$ cat src/rtl/issue_unit_if.sv
// rtl/issue_unit_if.sv - ready/grant handshake and CDB reservation bundle between issue queues and issue unit
interface issue_unit_if #(
  parameter int RES_W = 8
);
  logic             IssueInt_Ready;
  logic             IssueLdSt_Ready;
  logic             IssueMult_Ready;
  logic             IssueDiv_Ready;
  logic             RB_Flush_Valid;
  logic             Issue_Int;
  logic             Issue_LdSt;
  logic             Issue_Mult;
  logic             Issue_Div;
  logic [RES_W-1:0] CDB_Resv;
  logic             Div_Busy;

  modport master (
    output IssueInt_Ready, IssueLdSt_Ready, IssueMult_Ready, IssueDiv_Ready, RB_Flush_Valid,
    input  Issue_Int, Issue_LdSt, Issue_Mult, Issue_Div, CDB_Resv, Div_Busy
  );

  modport slave (
    input  IssueInt_Ready, IssueLdSt_Ready, IssueMult_Ready, IssueDiv_Ready, RB_Flush_Valid,
    output Issue_Int, Issue_LdSt, Issue_Mult, Issue_Div, CDB_Resv, Div_Busy
  );
endinterface

$ cat src/rtl/issue_unit.sv
// rtl/issue_unit.sv - single-port issue arbiter with CDB slot reservation and divider occupancy
module issue_unit #(
  parameter int INT_LAT  = 1,
  parameter int LDST_LAT = 1,
  parameter int MULT_LAT = 4,
  parameter int DIV_LAT  = 8,
  parameter int RES_W    = 8
) (
  input  logic         Clk,
  input  logic         Rst,
  issue_unit_if.slave  bus
);
  localparam int               CNT_W = $clog2(DIV_LAT + 1);
  localparam logic [RES_W-1:0] ONE   = RES_W'(1);

  // A unit of latency L broadcasts L cycles after issue, i.e. it needs slot L-1 of the reservation.
  function automatic logic slot_taken(input logic [RES_W-1:0] resv, input int lat);
    return |(resv & (ONE << (lat - 1)));
  endfunction

  // After the shift, slot L-1 becomes slot L-2; latency-1 results land next cycle and need no claim.
  function automatic logic [RES_W-1:0] claim(input int lat);
    return (lat >= 2) ? (ONE << (lat - 2)) : '0;
  endfunction

  logic [RES_W-1:0] res_q, res_next;
  logic [CNT_W-1:0] div_cnt_q, div_cnt_next;
  logic             lru_q, lru_next;

  logic int_ok, ldst_ok, mult_ok, div_ok;
  logic gate, alu_free;
  logic grant_int, grant_ldst, grant_mult, grant_div;

  always_comb begin
    int_ok  = bus.IssueInt_Ready  && !slot_taken(res_q, INT_LAT);
    ldst_ok = bus.IssueLdSt_Ready && !slot_taken(res_q, LDST_LAT);
    mult_ok = bus.IssueMult_Ready && !slot_taken(res_q, MULT_LAT);
    div_ok  = bus.IssueDiv_Ready  && !slot_taken(res_q, DIV_LAT) && (div_cnt_q == '0);

    gate       = !Rst && !bus.RB_Flush_Valid;
    grant_div  = gate && div_ok;
    grant_mult = gate && mult_ok && !div_ok;
    alu_free   = gate && !div_ok && !mult_ok;
    grant_int  = alu_free && int_ok  && (!ldst_ok || !lru_q);
    grant_ldst = alu_free && ldst_ok && (!int_ok  ||  lru_q);
  end

  always_comb begin
    res_next = (res_q >> 1)
             | ({RES_W{grant_int}}  & claim(INT_LAT))
             | ({RES_W{grant_ldst}} & claim(LDST_LAT))
             | ({RES_W{grant_mult}} & claim(MULT_LAT))
             | ({RES_W{grant_div}}  & claim(DIV_LAT));

    div_cnt_next = div_cnt_q;
    if (grant_div)
      div_cnt_next = CNT_W'(DIV_LAT - 1);
    else if (div_cnt_q != '0)
      div_cnt_next = div_cnt_q - CNT_W'(1);

    lru_next = lru_q;
    if (grant_int)
      lru_next = 1'b1;
    else if (grant_ldst)
      lru_next = 1'b0;
  end

  always_ff @(posedge Clk or posedge Rst) begin
    if (Rst) begin
      res_q     <= '0;
      div_cnt_q <= '0;
      lru_q     <= 1'b0;
    end else begin
      res_q     <= res_next;
      div_cnt_q <= div_cnt_next;
      lru_q     <= lru_next;
    end
  end

  assign bus.Issue_Int  = grant_int;
  assign bus.Issue_LdSt = grant_ldst;
  assign bus.Issue_Mult = grant_mult;
  assign bus.Issue_Div  = grant_div;
  assign bus.CDB_Resv   = res_q;
  assign bus.Div_Busy   = (div_cnt_q != '0);
endmodule

$ cat src/flat_wrapper.sv
// flat-port wrapper written by rule: the top's interface ports become plain ports
module issue_unit_flat 
#(
  parameter int INT_LAT  = 1,
  parameter int LDST_LAT = 1,
  parameter int MULT_LAT = 4,
  parameter int DIV_LAT  = 8,
  parameter int RES_W    = 8
)
  (Clk, Rst, bus_IssueInt_Ready, bus_IssueLdSt_Ready, bus_IssueMult_Ready, bus_IssueDiv_Ready, bus_RB_Flush_Valid, bus_Issue_Int, bus_Issue_LdSt, bus_Issue_Mult, bus_Issue_Div, bus_CDB_Resv, bus_Div_Busy);
  issue_unit_if #(.RES_W(RES_W)) bus_i ();
  input  logic Clk;
  input  logic Rst;
  input wire logic [$bits(bus_i.IssueInt_Ready)-1:0] bus_IssueInt_Ready;
  input wire logic [$bits(bus_i.IssueLdSt_Ready)-1:0] bus_IssueLdSt_Ready;
  input wire logic [$bits(bus_i.IssueMult_Ready)-1:0] bus_IssueMult_Ready;
  input wire logic [$bits(bus_i.IssueDiv_Ready)-1:0] bus_IssueDiv_Ready;
  input wire logic [$bits(bus_i.RB_Flush_Valid)-1:0] bus_RB_Flush_Valid;
  output wire logic [$bits(bus_i.Issue_Int)-1:0] bus_Issue_Int;
  output wire logic [$bits(bus_i.Issue_LdSt)-1:0] bus_Issue_LdSt;
  output wire logic [$bits(bus_i.Issue_Mult)-1:0] bus_Issue_Mult;
  output wire logic [$bits(bus_i.Issue_Div)-1:0] bus_Issue_Div;
  output wire logic [$bits(bus_i.CDB_Resv)-1:0] bus_CDB_Resv;
  output wire logic [$bits(bus_i.Div_Busy)-1:0] bus_Div_Busy;
  assign bus_i.IssueInt_Ready = bus_IssueInt_Ready;
  assign bus_i.IssueLdSt_Ready = bus_IssueLdSt_Ready;
  assign bus_i.IssueMult_Ready = bus_IssueMult_Ready;
  assign bus_i.IssueDiv_Ready = bus_IssueDiv_Ready;
  assign bus_i.RB_Flush_Valid = bus_RB_Flush_Valid;
  assign bus_Issue_Int = bus_i.Issue_Int;
  assign bus_Issue_LdSt = bus_i.Issue_LdSt;
  assign bus_Issue_Mult = bus_i.Issue_Mult;
  assign bus_Issue_Div = bus_i.Issue_Div;
  assign bus_CDB_Resv = bus_i.CDB_Resv;
  assign bus_Div_Busy = bus_i.Div_Busy;
  issue_unit #(.INT_LAT(INT_LAT), .LDST_LAT(LDST_LAT), .MULT_LAT(MULT_LAT), .DIV_LAT(DIV_LAT), .RES_W(RES_W)) u_core (.Clk(Clk), .Rst(Rst), .bus(bus_i));
endmodule
$ cat config.mk
export PLATFORM = sky130hd
export DESIGN_NAME = issue_unit_flat
export DESIGN_NICKNAME = d
export VERILOG_FILES = /design/src/rtl/issue_unit_if.sv /design/src/rtl/issue_unit.sv /design/src/flat_wrapper.sv
export SDC_FILE = /design/constraint.sdc
export NUM_CORES = 1
export LEC_CHECK = 0
export ABC_AREA = 1
export BUFFER_PORTS_ARGS = -buffer_cell sky130_fd_sc_hd__buf_4
export CAP_MARGIN = 20
export CORE_UTILIZATION = 41
export CTS_BUF_LIST = sky130_fd_sc_hd__clkbuf_8 sky130_fd_sc_hd__clkbuf_16
export CTS_CLUSTER_DIAMETER = 200
export DETAILED_ROUTE_END_ITERATION = 10
export GPL_TIMING_DRIVEN = 0
export PLACE_DENSITY = 0.7
export SYNTH_ARGS = -nofsm -noshare
export SYNTH_HDL_FRONTEND = slang
export SYNTH_SLANG_ARGS = --single-unit
$ cat constraint.sdc
create_clock -name Clk -period 1.1 [get_ports Clk]
set_input_delay 0.055 -clock Clk [delete_from_list [all_inputs] [get_ports Clk]]
set_output_delay 0.055 -clock Clk [all_outputs]
set_load 0.01 [all_outputs]
After elaboration in Yosys (flattened, before gate mapping)
Cells that the tools add are included.
- word-level logic and storage cells: 41
- input bits: 7
- output and inout port bits: 13
- flip-flop bits (word level): 12
- $add $sub $neg: 1
- multiplexer cells: 4
- bitwise logic cells: 2
- reductions and logical operators: 31
- operators by type and width (kind ; number):
    logical AND 1 bit ; 15
    logical NOT 1 bit ; 9
    two-way mux 4 bit ; 2
    bitwise OR 6 x 7 -> 7 bit ; 1
    bitwise OR 6 x 3 -> 6 bit ; 1
    logical NOT 4 bit ; 1
    nonzero test 2 bit ; 2
    nonzero test 4 bit ; 1
    subtractor 4 x 1 -> 4 bit (second input constant) ; 1
    logical OR 1 bit ; 2
    two-way mux 1 bit ; 2
    logical NOT 1 bit (first input constant) ; 1

Logic depth before layout (Yosys ltp)
Gate-level depths: netlist of the first run.
- depth after elaboration: 10
- gate-level depth with buffers: 7
- depth with buffers taken out: 7

Worst setup path after synthesis of the first run
No wires, ideal clock.
- kind: reg-to-reg
- from: reg u_core.div_cnt_q[0]
- to: reg u_core.res_q[6], in the netlist u_core.bus.CDB_Resv[6]
- arrival: 1.010 ns
- cell stages (with the launch flop): 7
- library setup time: 0.132 ns
- period minus slack after synthesis: 1.142 ns
- data required time: 0.968 ns
- buffers on the path: 0
- path slack: -0.042 ns
- cells stage by stage: dfrtp_1 inv_1 ha_1 nand2_1 inv_1 nand3_1 inv_1
- word-level cells in the longest chain between the ends: 4
- RTL lines (item ; RTL line ; source):
    start: declaration ; issue_unit.sv:27 ; logic [CNT_W-1:0] div_cnt_q, div_cnt_next;
    start signal: assignment ; issue_unit.sv:75 ; div_cnt_q <= div_cnt_next;
    logical NOT 4 bit ; issue_unit.sv:38 ; div_ok = bus.IssueDiv_Ready && !slot_taken(res_q, DIV_LAT) && (div_cnt_q == '0);
    logical AND 1 bit ; issue_unit.sv:38 ;
    logical AND 1 bit ; issue_unit.sv:41 ; grant_div = gate && div_ok;
    via bus_Issue_Div ; flat_wrapper.sv:22 ; output wire logic [$bits(bus_i.Issue_Div)-1:0] bus_Issue_Div;
    bitwise OR 6 x 7 -> 7 bit ; issue_unit.sv:53 ; | ({RES_W{grant_div}} & claim(DIV_LAT));
    end signal: assignment ; issue_unit.sv:74 ; res_q <= res_next;
    end: declaration ; issue_unit.sv:26 ; logic [RES_W-1:0] res_q, res_next;
The timed path passes the listed nets, and every way through them passes these cells.
A chain may end at the register's enable or synchronous reset.

Final worst setup path of the first run
- from: reg u_core.div_cnt_q[0]
- to: out bus_Issue_Div
- word-level cells in the longest chain between the ends: 3
- RTL lines (item ; RTL line):
    logical NOT 4 bit ; issue_unit.sv:38
    logical AND 1 bit ; issue_unit.sv:38
    logical AND 1 bit ; issue_unit.sv:41
    end: declaration ; flat_wrapper.sv:22
Every way passes these cells.

==> results_dict.tcl, run 1 <==
set metrics [dict create \
    syn_area_per_cell_sq_um 9.12 \
    clockBufferDepth 2 \
    timing.final.crit_share_pct 123 \
    synth-async-reset-ratio_pct 100 \
    place_hpwl_microns 748 \
    worst_setup_path_start_kind "flip-flop" \
    post-synth-top-area-fraction_pct 52.3 \
    fillers 106 \
    overflow 0 \
    std_cell_rows 13 \
    chipHeight_microns 39.4 \
    antenna_found_initial 0 \
    place_congestion 0.693 \
    fin_nets 104 \
    end_kind "output port" \
    place_ws_ns -0.160 \
    coreArea_sq_um 1300 \
    rsz0062_at_grt "yes" \
    dieWidth_microns 39.4 \
    fin_skew_ns 0.00512 \
    ys_types 18 \
    layout-drive-gt1-share_pct 56.4 \
    cp_cell_sequence "inv_2, ha_4, nand2_2, inv_2, nand3_2, inv_2, buf_4" \
    slew_viol_final 0 \
    status "finished with violations" \
    synthFlopType "dfrtp_1" \
    clockRootBuffer "clkbuf_8" \
    setup_violations 9 \
    path_buf_inv 4 \
    power_w 0.00192 \
    syn-cell-area_sq_um 574 \
    vias 490 \
    worstSetupPathType "reg2out" \
    p_per_area_nw_per_um2 2090 \
    ys_ff_latch 12 \
    drt-total-wl_mm 1.22 \
    grt_max_degree 13 \
    synth_edf_count 0 \
    required_ns 1.04 \
    fin_ws_ns -0.256 \
    cts.clk_slew.worst_paths_ns 0.05 \
    crit_fanout 3 \
    ant_nets 0 \
    min_period_ns 1.36 \
    finalHoldViolations 0 \
    cts_sinks 12 \
    insertion_delay_ns 0.24 \
    synth_top_area_cell "dfrtp_1" \
    track_usage_pct 17.2 \
    clock.fmax_ghz 0.737 \
    grt_first_pass_wirelength_mm 1.68 \
    initial_utilization_pct 44.1 \
    yosysMostFrequentCell "inv_1" \
    cp_common_cell "inv_2" \
    fp.dieArea_sq_um 1550 \
    yosysSeqAreaShare_pct 52.3 \
    violations "setup timing" \
    io_pins 20 \
    htreeDepth 1 \
    worstHoldPathType "in2reg" \
    synthCells 63 \
    grt_pass1_vias 424 \
    power_leakage_nw 0.508 \
    maxCapViolCount 0 \
    first_pass_iters 2 \
    synth_fp_nets 72 \
    cpLargestDelayFamily "flip-flops" \
    worstPathArrival_ns 1.30 \
    synth_area_leaders "dfrtp_1 (52%), inv_1 (9.2%), buf_4 (7.8%)" \
    wl_per_cell_microns 11.2 \
    slowest_delay_ns 0.40 \
    utilization_pct 70.6 \
    insertedDiodeCount 0 \
    yosysWarnings 0 \
    cp_slowest_cell "dfrtp_1" \
    vias_per_cell 4.50 \
    drc_errors 0 \
    drtIter0Drc 5 \
    cts_tree "yes" \
    numCtsBuffers 3 \
    syn_to_final_growth_pct 59.9 \
    ys_top_cells_by_count "inv_1 (14), dfrtp_1 (12), nand2_1 (8)" \
    port_buffers 18 \
    irDropWorstVdd_uv 1390 \
]
state kept, by name (all words and copies together) (netlist names):
| name | count |
|---|---|
| u_core.bus.CDB_Resv | 7 |
| u_core.div_cnt_q | 4 |
| u_core.lru_q | 1 |
cell usage in the layout, fill, tap and decap left out, types with 2 or more instances in the layout:
master    instances
nand3_4           2
inv_1             8
dfrtp_1          12
buf_6             2
o21ai_1           2
inv_2             6
nor2_1            3
nand2_2           3
nor2_4            2
buf_4            30
clkbuf_8          4
nand2_1           5
o21ai_0           3
through the flow:
stage	TNS [ns]	hold WS [ns]	std cells	cell area (sq um)
floorplan	-0.00761	-0.0803	63	577
global placement	-0.599	0.117	96	731
detailed placement	-0.601	0.110	96	731
CTS	-0.991	0.127	107	886
global route	-1.85	0.140	109	918
finish	-1.27	0.126	109	918
layout make-up:
cell class | instances | area [sq um] | area share (%)
Sequential cell | 12 | 300 | 32.7
Multi-Input combinational cell | 31 | 234 | 25.5
Timing Repair Buffer | 27 | 213 | 23.2
Clock buffer | 4 | 55.1 | 5.99
Inverter | 14 | 52.6 | 5.72
Buffer | 6 | 45.0 | 4.90
Tap cell | 15 | 18.8 | 2.04
final timing paths:
kind / start / cells past startpoint / endpoint / slack [ns]
hold / removal: bus_IssueDiv_Ready / 3 / u_core.div_cnt_q[2] / 0.13
setup reg to reg: u_core.div_cnt_q[0] / 9 / u_core.lru_q / -0.14
min in group asynchronous: Rst / 3 / u_core.div_cnt_q[2] / 0.41
hold reg to reg: u_core.bus.CDB_Resv[5] / 0 / u_core.bus.CDB_Resv[4] / 0.37
max in group asynchronous: Rst / 3 / u_core.bus.CDB_Resv[0] / 0.38
setup / recovery: u_core.div_cnt_q[0] / 7 / bus_Issue_Div / -0.26
cell families after synthesis:
group | count (synthesis) | synth area share (%)
other | 1 | 0.653
AOI/OAI and AO/OA | 8 | 8.50
adders and majority gates | 2 | 4.36
DFF | 12 | 52.3
buffers and inverters | 20 | 17.0
and+or+nand+nor | 19 | 15.7
xor gates and xnor gates | 1 | 1.53
where the power goes:
part | leakage, nW | total, W | switching, W | internal, W
clock network | 0.0288 | 0.000469 | 0.000154 | 0.000315
logic | 0.324 | 0.000788 | 0.000376 | 0.000411
registers | 0.156 | 0.000663 | 0.000105 | 0.000557
total | 0.508 | 0.00192 | 0.000636 | 0.00128
worst register-to-register path: cells and delay by family, from the launching register on:
family,cells,cell delay (ns)
adders and majority gates,1,0.16
and+or+nand+nor,4,0.26
DFF,1,0.40
buffers and inverters,4,0.32
metal layers:
layer	part of all wire (%)	GRT usage, %	vias to the layer above	wire length (microns)
li1	-	-	246	-
met1	42	19.0	226	511
met2	51	28.3	18	619
met3	7.0	5.68	0	85
met4	0	10.3	0	0
met5	0	0	-	0
timing repair:
item,CTS,global route
hold endpoints to repair,12,0
gates resized for setup,12,8
setup endpoints to repair,12,11
pin swaps,3,1
hold buffers,1,0
buffers inserted,7,2
Power figures use the tool's default switching activity.
==> run 2, diff against run 1 <==
Settings changed: RECOVER_POWER set to 100.
==> run 2 against run 1 <==
  * The run still ends with setup timing left
  * Global-route usage unchanged
  * Wire length up 0.41%
  * Cell count did not move
  * Clock power barely moved
  * Critical path type unchanged
  * Largest cell class unchanged
  * Largest power group unchanged
==> results_dict.tcl, run 2 (same netlist as run 1, synthesis figures left out) <==
set metrics [dict create \
    place_congestion 0.693 \
    place_hpwl_microns 748 \
    irDropWorstVdd_uv 1390 \
    clockRootBuffer "clkbuf_8" \
    fp.dieArea_sq_um 1550 \
    fin_skew_ns 0.00512 \
    first_pass_iters 2 \
    coreArea_sq_um 1300 \
    wl_per_cell_microns 11.2 \
    slew_viol_final 0 \
    p_per_area_nw_per_um2 2120 \
    cts.clk_slew.worst_paths_ns 0.05 \
    clockBufferDepth 2 \
    worstSetupPathType "reg2out" \
    drtIter0Drc 11 \
    port_buffers 18 \
    clock.fmax_ghz 0.737 \
    busiest_layer "met2" \
    std_cell_rows 13 \
    insertedDiodeCount 0 \
    required_ns 1.04 \
    fin_ws_ns -0.256 \
    power_w 0.00191 \
    finalHoldViolations 0 \
    met2_usage_pct 28.3 \
    crit_fanout 3 \
    violations "setup timing" \
    cts_tree "yes" \
    end_kind "output port" \
    multi_input_area_sq_um 234 \
    layout_common_cells "buf_4 (22), dfrtp_1 (12), inv_1 (8)" \
    chipHeight_microns 39.4 \
    power_leakage_nw 0.486 \
    grt_pass1_vias 424 \
    largest_register_ffs 7 \
    cts_sinks 12 \
    dieWidth_microns 39.4 \
    io_pins 20 \
    worst_setup_path_start_kind "flip-flop" \
    initial_utilization_pct 44.1 \
    min_period_ns 1.36 \
    worstHoldPathType "in2reg" \
    vias 491 \
    grt_max_degree 13 \
    fin_nets 104 \
    setup_violations 9 \
    fillers 109 \
    layout-drive-gt1-share_pct 51.1 \
    drc_errors 0 \
    timing.final.crit_share_pct 123 \
    ant_nets 0 \
    final_common_cell "buf_4" \
    use_met1_pct 19.0 \
    htreeDepth 1 \
    whs_ns 0.126 \
    antenna_found_initial 0 \
    overflow 0 \
    rsz0062_at_grt "yes" \
    status "finished with violations" \
    insertion_delay_ns 0.24 \
    vias_per_cell 4.50 \
    seq_area_sq_um 300 \
    maxCapViolCount 0 \
    drt-total-wl_mm 1.22 \
    fin_setup_tns_ns -1.27 \
    worstPathArrival_ns 1.30 \
    syn_to_final_growth_pct 56.6 \
    grt_util_met3_pct 5.68 \
    numCtsBuffers 3 \
    grt_first_pass_wirelength_mm 1.68 \
    track_usage_pct 17.2 \
]
[run 2: changes by cell type in the layout (fill, tap and decap cells not counted), sizes merged]
cell / previous run / this run
clkbuf: 4 / 12
buf: 32 / 24
[run 2: area by class of cell]
type,count,share of cell area (%)
Timing Repair Buffer,27,21.6
Buffer,6,5.01
Multi-Input combinational cell,31,26.0
Sequential cell,12,33.4
Tap cell,15,2.09
Inverter,14,5.84
Clock buffer,4,6.12
[run 2: repair_timing]
item | 4_1_cts | 5_1_grt
hold buffers | 1 | 0
cloned | 0 | 0
endpoints found under the hold margin | 12 | 0
setup endpoints to repair | 12 | 11
setup buffers | 7 | 2
pin swaps | 3 | 1
gates resized for setup | 12 | 8
[run 2: final timing paths]
| kind | startpoint | end | slack [ns] | cells past startpoint |
|---|---|---|---|---|
| setup / recovery | u_core.div_cnt_q[0] | bus_Issue_Div | -0.26 | 7 |
| hold / removal | bus_IssueDiv_Ready | u_core.div_cnt_q[2] | 0.13 | 3 |
| setup reg to reg | u_core.div_cnt_q[0] | u_core.lru_q | -0.14 | 9 |
| hold reg to reg | u_core.bus.CDB_Resv[5] | u_core.bus.CDB_Resv[4] | 0.37 | 0 |
| max in group asynchronous | Rst | u_core.bus.CDB_Resv[0] | 0.38 | 3 |
| min in group asynchronous | Rst | u_core.div_cnt_q[2] | 0.41 | 3 |
[run 2: stage by stage]
step / worst slack (ns) / util (%) / instance area (sq um) / std cells
after floorplan: -0.00761 / - / 577 / 63
final: -0.256 / 69.1 / 900 / 109
after CTS: -0.250 / 68.1 / 886 / 107
after global placement: -0.163 / 56.2 / 731 / 96
after detailed placement: -0.160 / 56.2 / 731 / 96
after global routing: -0.314 / 69.1 / 900 / 109
[run 2: layer usage]
layer | up-vias | part of all wire, %
met5 | - | 0
met4 | 0 | 0
met3 | 0 | 6.9
met2 | 18 | 51
met1 | 227 | 42
li1 | 246 | -
[run 2: power breakdown]
group          leakage, nW  total (W)  switching (W)  internal, W
Sequential           0.156   0.000662       0.000105     0.000557
Combinational        0.302   0.000776       0.000376     0.000400
Clock               0.0288   0.000469       0.000154     0.000315
[run 2: worst max-delay path: stages (launching register included)]
cell and delay [ns]:
dfrtp_1 0.40, inv_2 0.09, ha_4 0.16, nand2_2 0.08
inv_2 0.08, nand3_2 0.07, inv_2 0.07, buf_4 0.11
==> run 3, diff against run 2 <==
Settings changed: CTS_CLUSTER_SIZE set to 25, RECOVER_POWER 100 to 50.
==> run 3 against run 2 <==
  * The flow still finishes with violations (setup timing)
  * Final area grew 1.7%
  * Setup slack is the same
  * Die area did not move
  * Flip-flop and latch count did not move
  * Non-clock buffer count did not move
  * Clock power barely moved
  * Count of clock-buffer cells in the layout did not move
  * Clock skew unchanged
  * Fmax is the same
  * Combinational power is 1% higher
  * Register-to-register slack about the same
  * Worst hold slack is the same
  * Largest cell class unchanged
==> results_dict.tcl, run 3 (same netlist as run 1, synthesis figures left out) <==
set metrics [dict create \
    status "finished with violations" \
    violations "setup timing" \
    timing.final.crit_share_pct 123 \
    fin_ws_ns -0.256 \
    vias 490 \
    final_common_cell "buf_4" \
    clockRootBuffer "clkbuf_8" \
    numCtsBuffers 3 \
    cts_sinks 12 \
    port_buffers 18 \
    ant_nets 0 \
    cts.clk_slew.worst_paths_ns 0.05 \
    clkPwrFrac_pct 24.5 \
    grt_max_degree 13 \
    io_pins 20 \
    slew_viol_final 0 \
    initial_utilization_pct 44.1 \
    largest_register_ffs 7 \
    grt_pass1_vias 424 \
    layout-drive-gt1-share_pct 55.3 \
    worstPathArrival_ns 1.30 \
    chipHeight_microns 39.4 \
    fin_setup_tns_ns -1.27 \
    worstHoldPathType "in2reg" \
    comb_power_share_pct 41.0 \
    place_congestion 0.693 \
    wl_per_cell_microns 11.1 \
    cts_tree "yes" \
    switching_share_pct 33.1 \
    dp.cells 96 \
    drt-total-wl_mm 1.21 \
    fillers 105 \
    p_per_area_nw_per_um2 2100 \
    layout_common_cells "buf_4 (29), dfrtp_1 (12), inv_1 (8)" \
    vias_per_cell 4.50 \
    drc_errors 0 \
    grt_first_pass_wirelength_mm 1.68 \
    clock.fmax_ghz 0.737 \
    antenna_found_initial 0 \
    overflow 0 \
    p_switching_w 0.000635 \
    place_hpwl_microns 748 \
    coreArea_sq_um 1300 \
    seq_power_share_pct 34.6 \
    htreeDepth 1 \
    syn_to_final_growth_pct 59.3 \
    setup_violations 9 \
    worst_setup_path_start_kind "flip-flop" \
    insertedDiodeCount 0 \
    crit_fanout 3 \
    internal_power_w 0.00128 \
    irDropWorstVdd_uv 1390 \
    fp.dieArea_sq_um 1550 \
    dieWidth_microns 39.4 \
    min_period_ns 1.36 \
    drtIter0Drc 5 \
    fin_skew_ns 0.00512 \
    clockBufferDepth 2 \
    finalHoldViolations 0 \
    whs_ns 0.126 \
    fin_cells 109 \
    end_kind "output port" \
    track_usage_pct 17.2 \
    first_pass_iters 2 \
    fin_nets 104 \
    rsz0062_at_grt "yes" \
    insertion_delay_ns 0.24 \
    maxCapViolCount 0 \
    worstSetupPathType "reg2out" \
    power_leakage_nw 0.505 \
    std_cell_rows 13 \
    required_ns 1.04 \
]
[run 3: power groups by stage]
stage | Combinational [W] | Clock, W | Sequential, W
4_1_cts | 0.000693 | 0.000487 | 0.000658
3_3_place_gp | 0.000468 | 0 | 0.000658
3_5_place_dp | 0.000481 | 0 | 0.000659
2_1_floorplan | 0.000351 | 0 | 0.000638
5_1_grt | 0.000873 | 0.000505 | 0.000673
6_report | 0.000786 | 0.000469 | 0.000663
[run 3: stage by stage]
stage / util (%) / setup WS, ns / instance area [sq um] / power [W]
CTS: 68.1 / -0.250 / 886 / 0.00184
global route: 70.3 / -0.314 / 915 / 0.00205
finish: 70.3 / -0.256 / 915 / 0.00192
global placement: 56.2 / -0.163 / 731 / 0.00113
floorplan: - / -0.00761 / 577 / 0.000989
detailed placement: 56.2 / -0.160 / 731 / 0.00114
[run 3: final cells by class]
| cell class | count | area, sq um | share of cell area, % |
|---|---|---|---|
| plain buffers | 6 | 45.0 | 4.92 |
| clock buffers | 4 | 55.1 | 6.02 |
| inverters | 14 | 52.6 | 5.75 |
| multi-input cells | 31 | 234 | 25.6 |
| flip-flops and latches | 12 | 300 | 32.8 |
| well taps | 15 | 18.8 | 2.05 |
| repair buffers | 27 | 209 | 22.8 |
[run 3: metal layers]
layer  routed length, microns  global-route usage, %  up-vias
met1                      510                   19.0      226
met4                        0                   10.3        0
met5                        0                      0        -
met2                      619                   28.3       18
met3                       84                   5.68        0
li1                         -                      -      246
[run 3: worst paths after layout]
path	startpoint	endpoint	slack [ns]	depth (start not counted)
worst min register to register	u_core.bus.CDB_Resv[5]	u_core.bus.CDB_Resv[4]	0.37	0
worst min-delay path	bus_IssueDiv_Ready	u_core.div_cnt_q[2]	0.13	3
worst max register to register	u_core.div_cnt_q[0]	u_core.lru_q	-0.14	9
worst max-delay path	u_core.div_cnt_q[0]	bus_Issue_Div	-0.26	7
max in group asynchronous	Rst	u_core.bus.CDB_Resv[0]	0.39	3
min in group asynchronous	Rst	u_core.div_cnt_q[2]	0.41	3
[run 3: critical path, cell delays in order (launching register included)]
cell and delay [ns]:
dfrtp_1 0.40, inv_2 0.09, ha_4 0.16, nand2_2 0.08, inv_2 0.08, nand3_2 0.07, inv_2 0.07, buf_4 0.11
[run 3: repair_timing]
action,4_1_cts,5_1_grt
setup endpoints to repair,12,11
pin swaps,3,1
endpoints found under the hold margin,12,0
gates resized for setup,12,8
setup buffers,7,2
hold buffers,1,0
